$ cat config.mk
export PLATFORM = sky130hd
export DESIGN_NAME = pong_match_controller
export DESIGN_NICKNAME = d
export VERILOG_FILES = /design/src/rtl/pong_match_controller.sv
export SDC_FILE = /design/constraint.sdc
export NUM_CORES = 1
export LEC_CHECK = 0
export ABC_AREA = 1
export BUFFER_PORTS_ARGS = -buffer_cell sky130_fd_sc_hd__buf_2
export CAP_MARGIN = 5
export CELL_PAD_IN_SITES_DETAIL_PLACEMENT = 1
export CELL_PAD_IN_SITES_GLOBAL_PLACEMENT = 1
export CORE_UTILIZATION = 36
export DETAILED_ROUTE_END_ITERATION = 7
export GPL_TIMING_DRIVEN = 0
export PLACE_DENSITY_LB_ADDON = 0.25
export SLEW_MARGIN = 20
export SYNTH_ARGS = -nofsm -noshare
export SYNTH_HDL_FRONTEND = slang
export SYNTH_SLANG_ARGS = --single-unit
export TNS_END_PERCENT = 10
$ cat constraint.sdc
create_clock -name clk -period 1.3 [get_ports clk]
set_input_delay 0 -clock clk [delete_from_list [all_inputs] [get_ports clk]]
set_output_delay 0 -clock clk [all_outputs]
set_load 0.03 [all_outputs]
$ cat src/rtl/pong_match_controller.sv
// pong_match_controller: match sequencing for a two-player pong game.
// Serves the ball after a start press, flags paddle contacts, keeps the score and
// declares the winner.
// Build option: define PONG_AUTO_SERVE_EN to re-serve automatically after a
// non-winning point; by default the controller waits in HOLD for a start press.
//
// state | meaning
// IDLE  | after reset, ball held, waiting for a start press
// SERVE | ball held at serve position for SERVE_WAIT cycles
// PLAY  | ball released, contacts and misses evaluated
// POINT | one cycle, score updated and point pulse high
// HOLD  | ball held, waiting for a start press to serve again
// OVER  | match won, scores frozen until a start press
module pong_match_controller #(
    parameter int WIN_SCORE  = 7,
    parameter int PADDLE_H   = 4,
    parameter int SERVE_WAIT = 16
) (
    input  logic       clk,
    input  logic       reset,
    input  logic       startBtn,
    input  logic [5:0] xPosition,
    input  logic [4:0] yPosition,
    input  logic       isBallMoving,
    input  logic [4:0] leftPaddleY,
    input  logic [4:0] rightPaddleY,
    output logic       ballResetN,
    output logic       isHittingLeft,
    output logic       isHittingRight,
    output logic [3:0] scoreLeft,
    output logic [3:0] scoreRight,
    output logic       pointLeft,
    output logic       pointRight,
    output logic       gameOver
);

    typedef enum logic [2:0] {
        S_IDLE, S_SERVE, S_PLAY, S_POINT, S_HOLD, S_OVER
    } state_t;

    localparam logic [5:0] PAD_SPAN   = 6'(PADDLE_H - 1);
    localparam logic [7:0] SERVE_LAST = 8'(SERVE_WAIT - 1);
    localparam logic [3:0] WIN        = 4'(WIN_SCORE);

    state_t     state;
    logic [7:0] serve_cnt;
    logic       start_prev;
    logic       start_edge;
    logic [5:0] y_ext;
    logic [5:0] left_top;
    logic [5:0] left_bot;
    logic [5:0] right_top;
    logic [5:0] right_bot;

    // Paddle extents in 6-bit space so a paddle near the bottom row never aliases upward.
    assign start_edge = startBtn & ~start_prev;
    assign y_ext      = {1'b0, yPosition};
    assign left_top   = {1'b0, leftPaddleY};
    assign left_bot   = left_top + PAD_SPAN;
    assign right_top  = {1'b0, rightPaddleY};
    assign right_bot  = right_top + PAD_SPAN;

    // Contact flags go straight to the ball block; only meaningful while the ball is live.
    always_comb begin
        isHittingLeft  = 1'b0;
        isHittingRight = 1'b0;
        if (state == S_PLAY) begin
            isHittingLeft  = (xPosition == 6'd1) && (y_ext >= left_top) && (y_ext <= left_bot);
            isHittingRight = (xPosition >= 6'd62) && (y_ext >= right_top) && (y_ext <= right_bot);
        end
    end

    // Match sequencer with registered ball reset, scores, point pulses and game-over flag.
    always_ff @(posedge clk or posedge reset) begin
        if (reset) begin
            state      <= S_IDLE;
            serve_cnt  <= 8'd0;
            start_prev <= 1'b1;
            ballResetN <= 1'b0;
            scoreLeft  <= 4'd0;
            scoreRight <= 4'd0;
            pointLeft  <= 1'b0;
            pointRight <= 1'b0;
            gameOver   <= 1'b0;
        end else begin
            start_prev <= startBtn;
            pointLeft  <= 1'b0;
            pointRight <= 1'b0;
            case (state)
                S_IDLE: begin
                    ballResetN <= 1'b0;
                    if (start_edge) begin
                        state     <= S_SERVE;
                        serve_cnt <= 8'd0;
                    end
                end
                S_SERVE: begin
                    if (serve_cnt == SERVE_LAST) begin
                        state      <= S_PLAY;
                        ballResetN <= 1'b1;
                    end else begin
                        serve_cnt <= serve_cnt + 8'd1;
                    end
                end
                S_PLAY: begin
                    if (isBallMoving && xPosition == 6'd0) begin
                        state      <= S_POINT;
                        ballResetN <= 1'b0;
                        pointRight <= 1'b1;
                        if (scoreRight != 4'hF) scoreRight <= scoreRight + 4'd1;
                    end else if (isBallMoving && xPosition == 6'd63) begin
                        state      <= S_POINT;
                        ballResetN <= 1'b0;
                        pointLeft  <= 1'b1;
                        if (scoreLeft != 4'hF) scoreLeft <= scoreLeft + 4'd1;
                    end
                end
                S_POINT: begin
                    // Only the scorer can have just reached the winning score.
                    if (scoreLeft == WIN || scoreRight == WIN) begin
                        state    <= S_OVER;
                        gameOver <= 1'b1;
                    end else begin
`ifdef PONG_AUTO_SERVE_EN
                        state     <= S_SERVE;
                        serve_cnt <= 8'd0;
`else
                        state <= S_HOLD;
`endif
                    end
                end
                S_HOLD: begin
                    if (start_edge) begin
                        state     <= S_SERVE;
                        serve_cnt <= 8'd0;
                    end
                end
                S_OVER: begin
                    if (start_edge) begin
                        state      <= S_SERVE;
                        serve_cnt  <= 8'd0;
                        scoreLeft  <= 4'd0;
                        scoreRight <= 4'd0;
                        gameOver   <= 1'b0;
                    end
                end
                default: begin
                    state      <= S_IDLE;
                    ballResetN <= 1'b0;
                end
            endcase
        end
    end

endmodule
==> results.json, run 1 <==
{
  "status": "finished, violations left",
  "violations": "setup timing",
  "antenna_left": 0,
  "r2r_end": "scoreLeft[3]$_DFFE_PP0P_",
  "maxSlewViolCount": 0,
  "grt_usage": 0.1958,
  "met1_usage": 0.2437,
  "synth_xor_area_frac": 0.04142,
  "floorplan.initialDensity": 0.3793,
  "final_area_um2": 2689,
  "fin_skew_ps": 3.319,
  "synth-main-ff-cell": "dfrtp_1",
  "nNetsFinal": 399,
  "synthArstFlopShare": 1.000,
  "grt_pass1_vias": 2156,
  "syn_nets": 346,
  "die-area_um2": 6184,
  "max_slew.worst_pin.slew_ps": 541.6,
  "die_h_um": 78.64,
  "grt_first_pass_wirelength_um": 9646,
  "path_cells": "nor3_4, buf_6, and3_1, nand2_2, a21oi_4, buf_6",
  "synthSimpleGateAreaFrac": 0.3462,
  "clk_latency_ps": 270,
  "fp.dieW_um": 78.64,
  "grt_max_degree": 25,
  "cts_buffers": 3,
  "clock.fmax_mhz": 642.4,
  "irDropWorstVdd_mv": 1.086,
  "synth_compound_area_frac": 0.07041,
  "start_kind": "register",
  "path_clk_slew_ps": 90,
  "critPathArrivalTime_ps": 1560,
  "hp-start": "xPosition[3]",
  "antenna_found_initial": 0,
  "syn_area_per_cell_um2": 7.144,
  "r2r_start": "state[0]$_DFFE_PP0P_",
  "final_common_cell": "nand2_1",
  "synth-seq-cells": 24,
  "port_buffers": 38,
  "crit_type": "register to output pin",
  "ff2ff_path_depth": 7,
  "fp.coreArea_um2": 5574,
  "fin_crit_sh": 1.197,
  "critPathRequiredTime_ps": 1300,
  "ys_seq_area_frac": 0.2846,
  "rows": 27,
  "power_density_nw_per_um2": 1273,
  "slew_headroom": 0.6382,
  "crit_path_end_kind": "output pin",
  "setup_viol": 21,
  "drtIter0Drc": 24,
  "fin_crit_ps": 1557,
  "synth_top_family_by_area": "simple AND/OR/NAND/NOR gates",
  "diodes": 0,
  "synth_cell_types": 30,
  "gp_congestion": 0.7588,
  "synthAdderAreaFrac": 0.1479,
  "dp_hpwl_um": 4222,
  "drive_gt1_frac": 0.2902,
  "cts_buffer_depth": 2,
  "syn_to_final_growth_pct": 27.16,
  "r2r_slack_ps": -240,
  "path_common_cell": "buf_6",
  "first_pass_iters": 4,
  "p_leak_uw": 0.001464,
  "cts.sinks": 24,
  "maxCapViolCount": 0,
  "cp_max_fo": 2,
  "cpMaxStageDelayCell": "dfrtp_2",
  "syn-cell-area_um2": 2115,
  "num_vias": 2082,
  "htree_num_levels": 1,
  "worstHoldPathType": "primary input to register",
  "gr-usage-met3": 0.01047,
  "synth_edf_count": 0,
  "min_delay_path_depth": 5,
  "cts_tree": "yes",
  "place_area_um2": 2440,
  "ioPinCount": 39,
  "drcViolationCount": 0,
  "synthMuxAreaShare": 0,
  "mostFrequentLayoutCells": "nand2_1 (70), inv_1 (43), buf_2 (36)",
  "hold_viol": 0,
  "final.setup.worst_slack_ps": -256.7,
  "routed_wl_um": 5739,
  "hold_ws_ps": 164.5,
  "yosys_warnings": 0,
  "rsz0062_at_grt": "yes",
  "hold_end": "pointLeft$_DFF_PP0_",
  "via_per_inst": 4.957,
  "setup_tns_ps": -2363,
  "met2_usage": 0.3661,
  "max_stage_delay_ps": 430,
  "gr-total-overflow": 0,
  "syn_inst": 296,
  "drt-wirelength-per-cell_um": 13.66,
  "top_usage_layer": "met2",
  "clockRootBuffer": "clkbuf_8"
}
## worst max-delay path, delay by kind of cell, from the launching register on
family / cells / cell delay (ps)
buf+inv: 2 / 270
simple gates: 3 / 460
flops: 1 / 430
compound gates: 1 / 110
## repair_timing
item                                   4_1_cts  5_1_grt
setup buffers                                6        2
setup endpoints to repair                   22       30
endpoints found under the hold margin       24        0
pin swaps                                    8        8
hold buffers                                 2        0
resized for setup                           23        9
## per-stage QoR
stage | power [µW] | std cells | util | worst slack (ps)
after detailed placement | 2565 | 406 | 0.4377 | -333.6
after floorplan | 2170 | 296 | - | -22.47
after global routing | 3699 | 420 | 0.4824 | -344.2
after CTS | 3329 | 418 | 0.4732 | -228.4
final | 3423 | 420 | 0.4824 | -256.7
after global placement | 2518 | 406 | 0.4377 | -302.8
## cell families after synthesis
logic type,after synthesis
adder cells (fa/ha/maj),25
AO/OA/AOI/OAI,27
XOR/XNOR,10
flip-flops,24
AND/OR/NAND/NOR,155
buffers and inverters,55
## per-layer routing
layer	vias to the layer above	wire length (µm)
met3	5	110
met1	986	2618
met5	-	0
met4	0	49
met2	31	2961
li1	1060	-
## report_power, final
part / internal [µW] / switching [µW] / total, µW
clock network: 271 / 247 / 518
logic: 731 / 1120 / 1850
registers: 899 / 156 / 1050
total: 1900 / 1520 / 3420
## registers in the layout, summed over array words and instances (netlist names)
signal and flops:
serve_cnt 8, scoreLeft 4, scoreRight 4, state 3
ballResetN 1, gameOver 1, pointLeft 1, pointRight 1
start_prev 1
## final cells by class
class	count	area, µm²
fillers	734	2885
multi-input cells	217	1398
flip-flops and latches	24	610.6
plain buffers	3	33.78
inverters	52	203.9
clock buffers	4	55.05
repair buffers	48	297.8
well taps	72	90.09
## Yosys cell counts, types with 2 or more instances
cell / number / share of area
nand2_1: 72 / 0.13
inv_1: 47 / 0.083
nand3_1: 31 / 0.073
ha_1: 25 / 0.15
dfrtp_1: 23 / 0.27
nor2_1: 19 / 0.034
a21oi_1: 11 / 0.026
xor2_1: 10 / 0.041
nor3_1: 9 / 0.021
nand4_1: 8 / 0.024
o21ai_0: 8 / 0.019
o21ai_1: 4 / 0.0095
buf_6: 3 / 0.016
inv_2: 3 / 0.0053
nand2_2: 3 / 0.0089
nand2_4: 3 / 0.016
or2_2: 3 / 0.0089
nand3_2: 2 / 0.0095
## worst max path at each step
stage,start,end,cells after the start
after CTS,state[1]$_DFFE_PP0P_,isHittingLeft,7
after global placement,leftPaddleY[0],isHittingLeft,11
after floorplan,rightPaddleY[1],isHittingRight,10
after global routing,state[0]$_DFFE_PP0P_,isHittingLeft,6
final,state[0]$_DFFE_PP0P_,isHittingLeft,6
after detailed placement,leftPaddleY[0],isHittingLeft,11
(Power assumes the default switching activity.)
==> inputs of run 2 (changes only) <==
--- a/config.mk
+++ b/config.mk
@@ -10,7 +10,7 @@
 export CAP_MARGIN = 5
 export CELL_PAD_IN_SITES_DETAIL_PLACEMENT = 1
 export CELL_PAD_IN_SITES_GLOBAL_PLACEMENT = 1
-export CORE_UTILIZATION = 36
+export CORE_UTILIZATION = 40
 export DETAILED_ROUTE_END_ITERATION = 7
 export GPL_TIMING_DRIVEN = 0
 export PLACE_DENSITY_LB_ADDON = 0.25
==> constraint.sdc (replaced) <==
create_clock -name clk -period 2 [get_ports clk]
set_input_delay 0 -clock clk [delete_from_list [all_inputs] [get_ports clk]]
set_output_delay 0 -clock clk [all_outputs]
set_load 0.03 [all_outputs]
==> run 2 against run 1 <==
Compared with the run above:
- the run now ends clean
- global-route usage rose by 0.95 points
- final cell count fell by 2.4%
- wire length fell by 6.7%
- largest cell class unchanged
- combinational power fell by 48%
- via count fell by 1.6%
- count of clock-buffer cells in the layout fell by 1
==> results.json, run 2 (same netlist as run 1, synthesis figures left out) <==
{
  "path_clk_slew_ps": 90,
  "layout.cells.non_filler": 410,
  "maxCapViolCount": 0,
  "first_pass_iters": 4,
  "ctsHoldBuffers": 2,
  "pwr-share-comb": 0.466,
  "num_vias": 2048,
  "setup_tns_ps": 0,
  "cts_tree": "yes",
  "maxSlewViolCount": 0,
  "r2r_end": "scoreLeft[0]$_DFFE_PP0P_",
  "clk_latency_ps": 270,
  "p_int_uw": 1190,
  "r2r_slack_ps": 460,
  "grt_usage": 0.2053,
  "fin_skew_ps": 9.382,
  "routed_wl_um": 5355,
  "cts_buffers": 3,
  "regMostFlops": "serve_cnt",
  "dp_hpwl_um": 4320,
  "antenna_found_initial": 0,
  "rsz0062_at_grt": "no",
  "crit_type": "register to output pin",
  "power_density_nw_per_um2": 836.8,
  "cp_max_fo": 5,
  "floorplan.initialDensity": 0.4140,
  "drive_gt1_frac": 0.1912,
  "hold_viol": 0,
  "drtIter0Drc": 30,
  "largest_reg_flops": 8,
  "clock.fmax_mhz": 567.6,
  "die_h_um": 74.71,
  "irDropWorstVdd_mv": 0.6917,
  "met1Wirelength_um": 2381,
  "max_stage_delay_ps": 460,
  "worstHoldPathType": "primary input to register",
  "cts.sinks": 24,
  "drt-wirelength-per-cell_um": 13.06,
  "via_per_inst": 4.995,
  "slew_headroom": 0.3579,
  "ctsResizeCount": 0,
  "start_kind": "register",
  "grt_max_degree": 25,
  "p_seq_frac": 0.326,
  "mostFrequentLayoutCells": "nand2_1 (72), inv_1 (47), buf_2 (38)",
  "hp-start": "xPosition[3]",
  "wl_met3_um": 103,
  "r2r_start": "scoreLeft[0]$_DFFE_PP0P_",
  "post-cts-setup-buffers": 0,
  "p_sw_uw": 888.2,
  "rows": 26,
  "max_slew.worst_pin.slew_ps": 962.0,
  "grt_pass1_vias": 2063,
  "p_leak_uw": 0.001429,
  "fp.dieW_um": 74.71,
  "setup_viol": 0,
  "gr-total-overflow": 0,
  "crit_path_end_kind": "output pin",
  "power_frac_clock": 0.208,
  "cpMaxStageDelayCell": "dfrtp_1",
  "ioPinCount": 39,
  "dpl.cell_count": 404,
  "swShare": 0.4274,
  "gp_congestion": 0.7792,
  "highest_layer": "met4",
  "top_regs": "serve_cnt x8, scoreLeft x4, scoreRight x4",
  "status": "finished, final reports clean",
  "drcViolationCount": 0,
  "grt_first_pass_wirelength_um": 8942,
  "diodes": 0,
  "critPathRequiredTime_ps": 2000,
  "hold_end": "pointLeft$_DFF_PP0_",
  "clockRootBuffer": "clkbuf_8",
  "port_buffers": 38,
  "cts_buffer_depth": 2,
  "final_common_cell": "nand2_1",
  "fp.coreArea_um2": 5107,
  "ff2ff_path_depth": 8,
  "fillers": 688,
  "total_power_uw": 2078,
  "fin_crit_ps": 1762,
  "path_cells": "nor3_4, inv_2, nor3_1, nand2_1, a21oi_1, buf_2",
  "nNetsFinal": 391,
  "htree_num_levels": 1,
  "route.met2.wl_um": 2828,
  "syn_to_final_growth_pct": 17.46,
  "min_delay_path_depth": 5,
  "fin_crit_sh": 0.8809,
  "die-area_um2": 5581,
  "antenna_left": 0,
  "critPathArrivalTime_ps": 1760
}
==> run 2: cell types whose count changed in the layout (fill, tap and decap cells not counted), moves of 4 or more <==
cell	previous run	this run
inv_1	43	47
dfrtp_1	16	23
a21oi_1	7	11
buf_6	9	3
dfrtp_2	7	0
buf_4	4	0
ha_1	21	25
==> run 2: metrics by stage <==
stage          worst slack (ps)    util  instance area, µm²  hold WS [ps]
2_1_floorplan             370.2       -                2115         4.478
3_3_place_gp              302.5  0.4684                2392         116.0
3_5_place_dp              235.5  0.4684                2392         118.2
4_1_cts                   206.6  0.4863                2484         110.8
5_1_grt                   98.78  0.4863                2484         134.9
6_report                  238.2  0.4863                2484         107.4
==> run 2: power groups by stage <==
stage                     combinational (µW)  clock, µW  sequential, µW
after floorplan                          644          0             747
after CTS                                982        441             677
after detailed placement                 969          0             687
final                                    967        433             677
after global routing                    1090        459             690
after global placement                   933          0             681
==> run 2: layout make-up <==
cell class	count	area [µm²]	share of cell area
Multi-Input combinational cell	217	1281	0.5159
Sequential cell	24	601.8	0.2423
Timing Repair Buffer	40	210.2	0.08463
Inverter	52	197.7	0.07960
Tap cell	70	87.58	0.03526
Clock buffer	3	41.29	0.01662
Buffer	3	33.78	0.01360
Clock inverter	1	30.03	0.01209
==> run 2: how the worst max path moves through the flow <==
stage,endpoint,start,cells past startpoint,slack (ps)
2_1_floorplan,isHittingRight,rightPaddleY[0],10,370
3_3_place_gp,isHittingRight,rightPaddleY[0],12,300
3_5_place_dp,isHittingRight,rightPaddleY[0],12,240
4_1_cts,isHittingRight,state[2]$_DFFE_PP0P_,6,210
5_1_grt,isHittingRight,rightPaddleY[0],12,100
6_report,isHittingRight,state[2]$_DFFE_PP0P_,6,240
==> run 2: critical path, delay by kind of cell (launching register included) <==
kind	cells	cell delay [ps]
DFF	1	460
AOI/OAI and AO/OA	1	120
and+or+nand+nor	3	590
buffers and inverters	2	320
==> run 2: per-layer routing <==
layer  vias up  global-route usage
met5         -                   0
met4         0             0.03774
met3         5             0.01205
met2        28              0.4124
met1       970              0.2383
li1       1045                   -
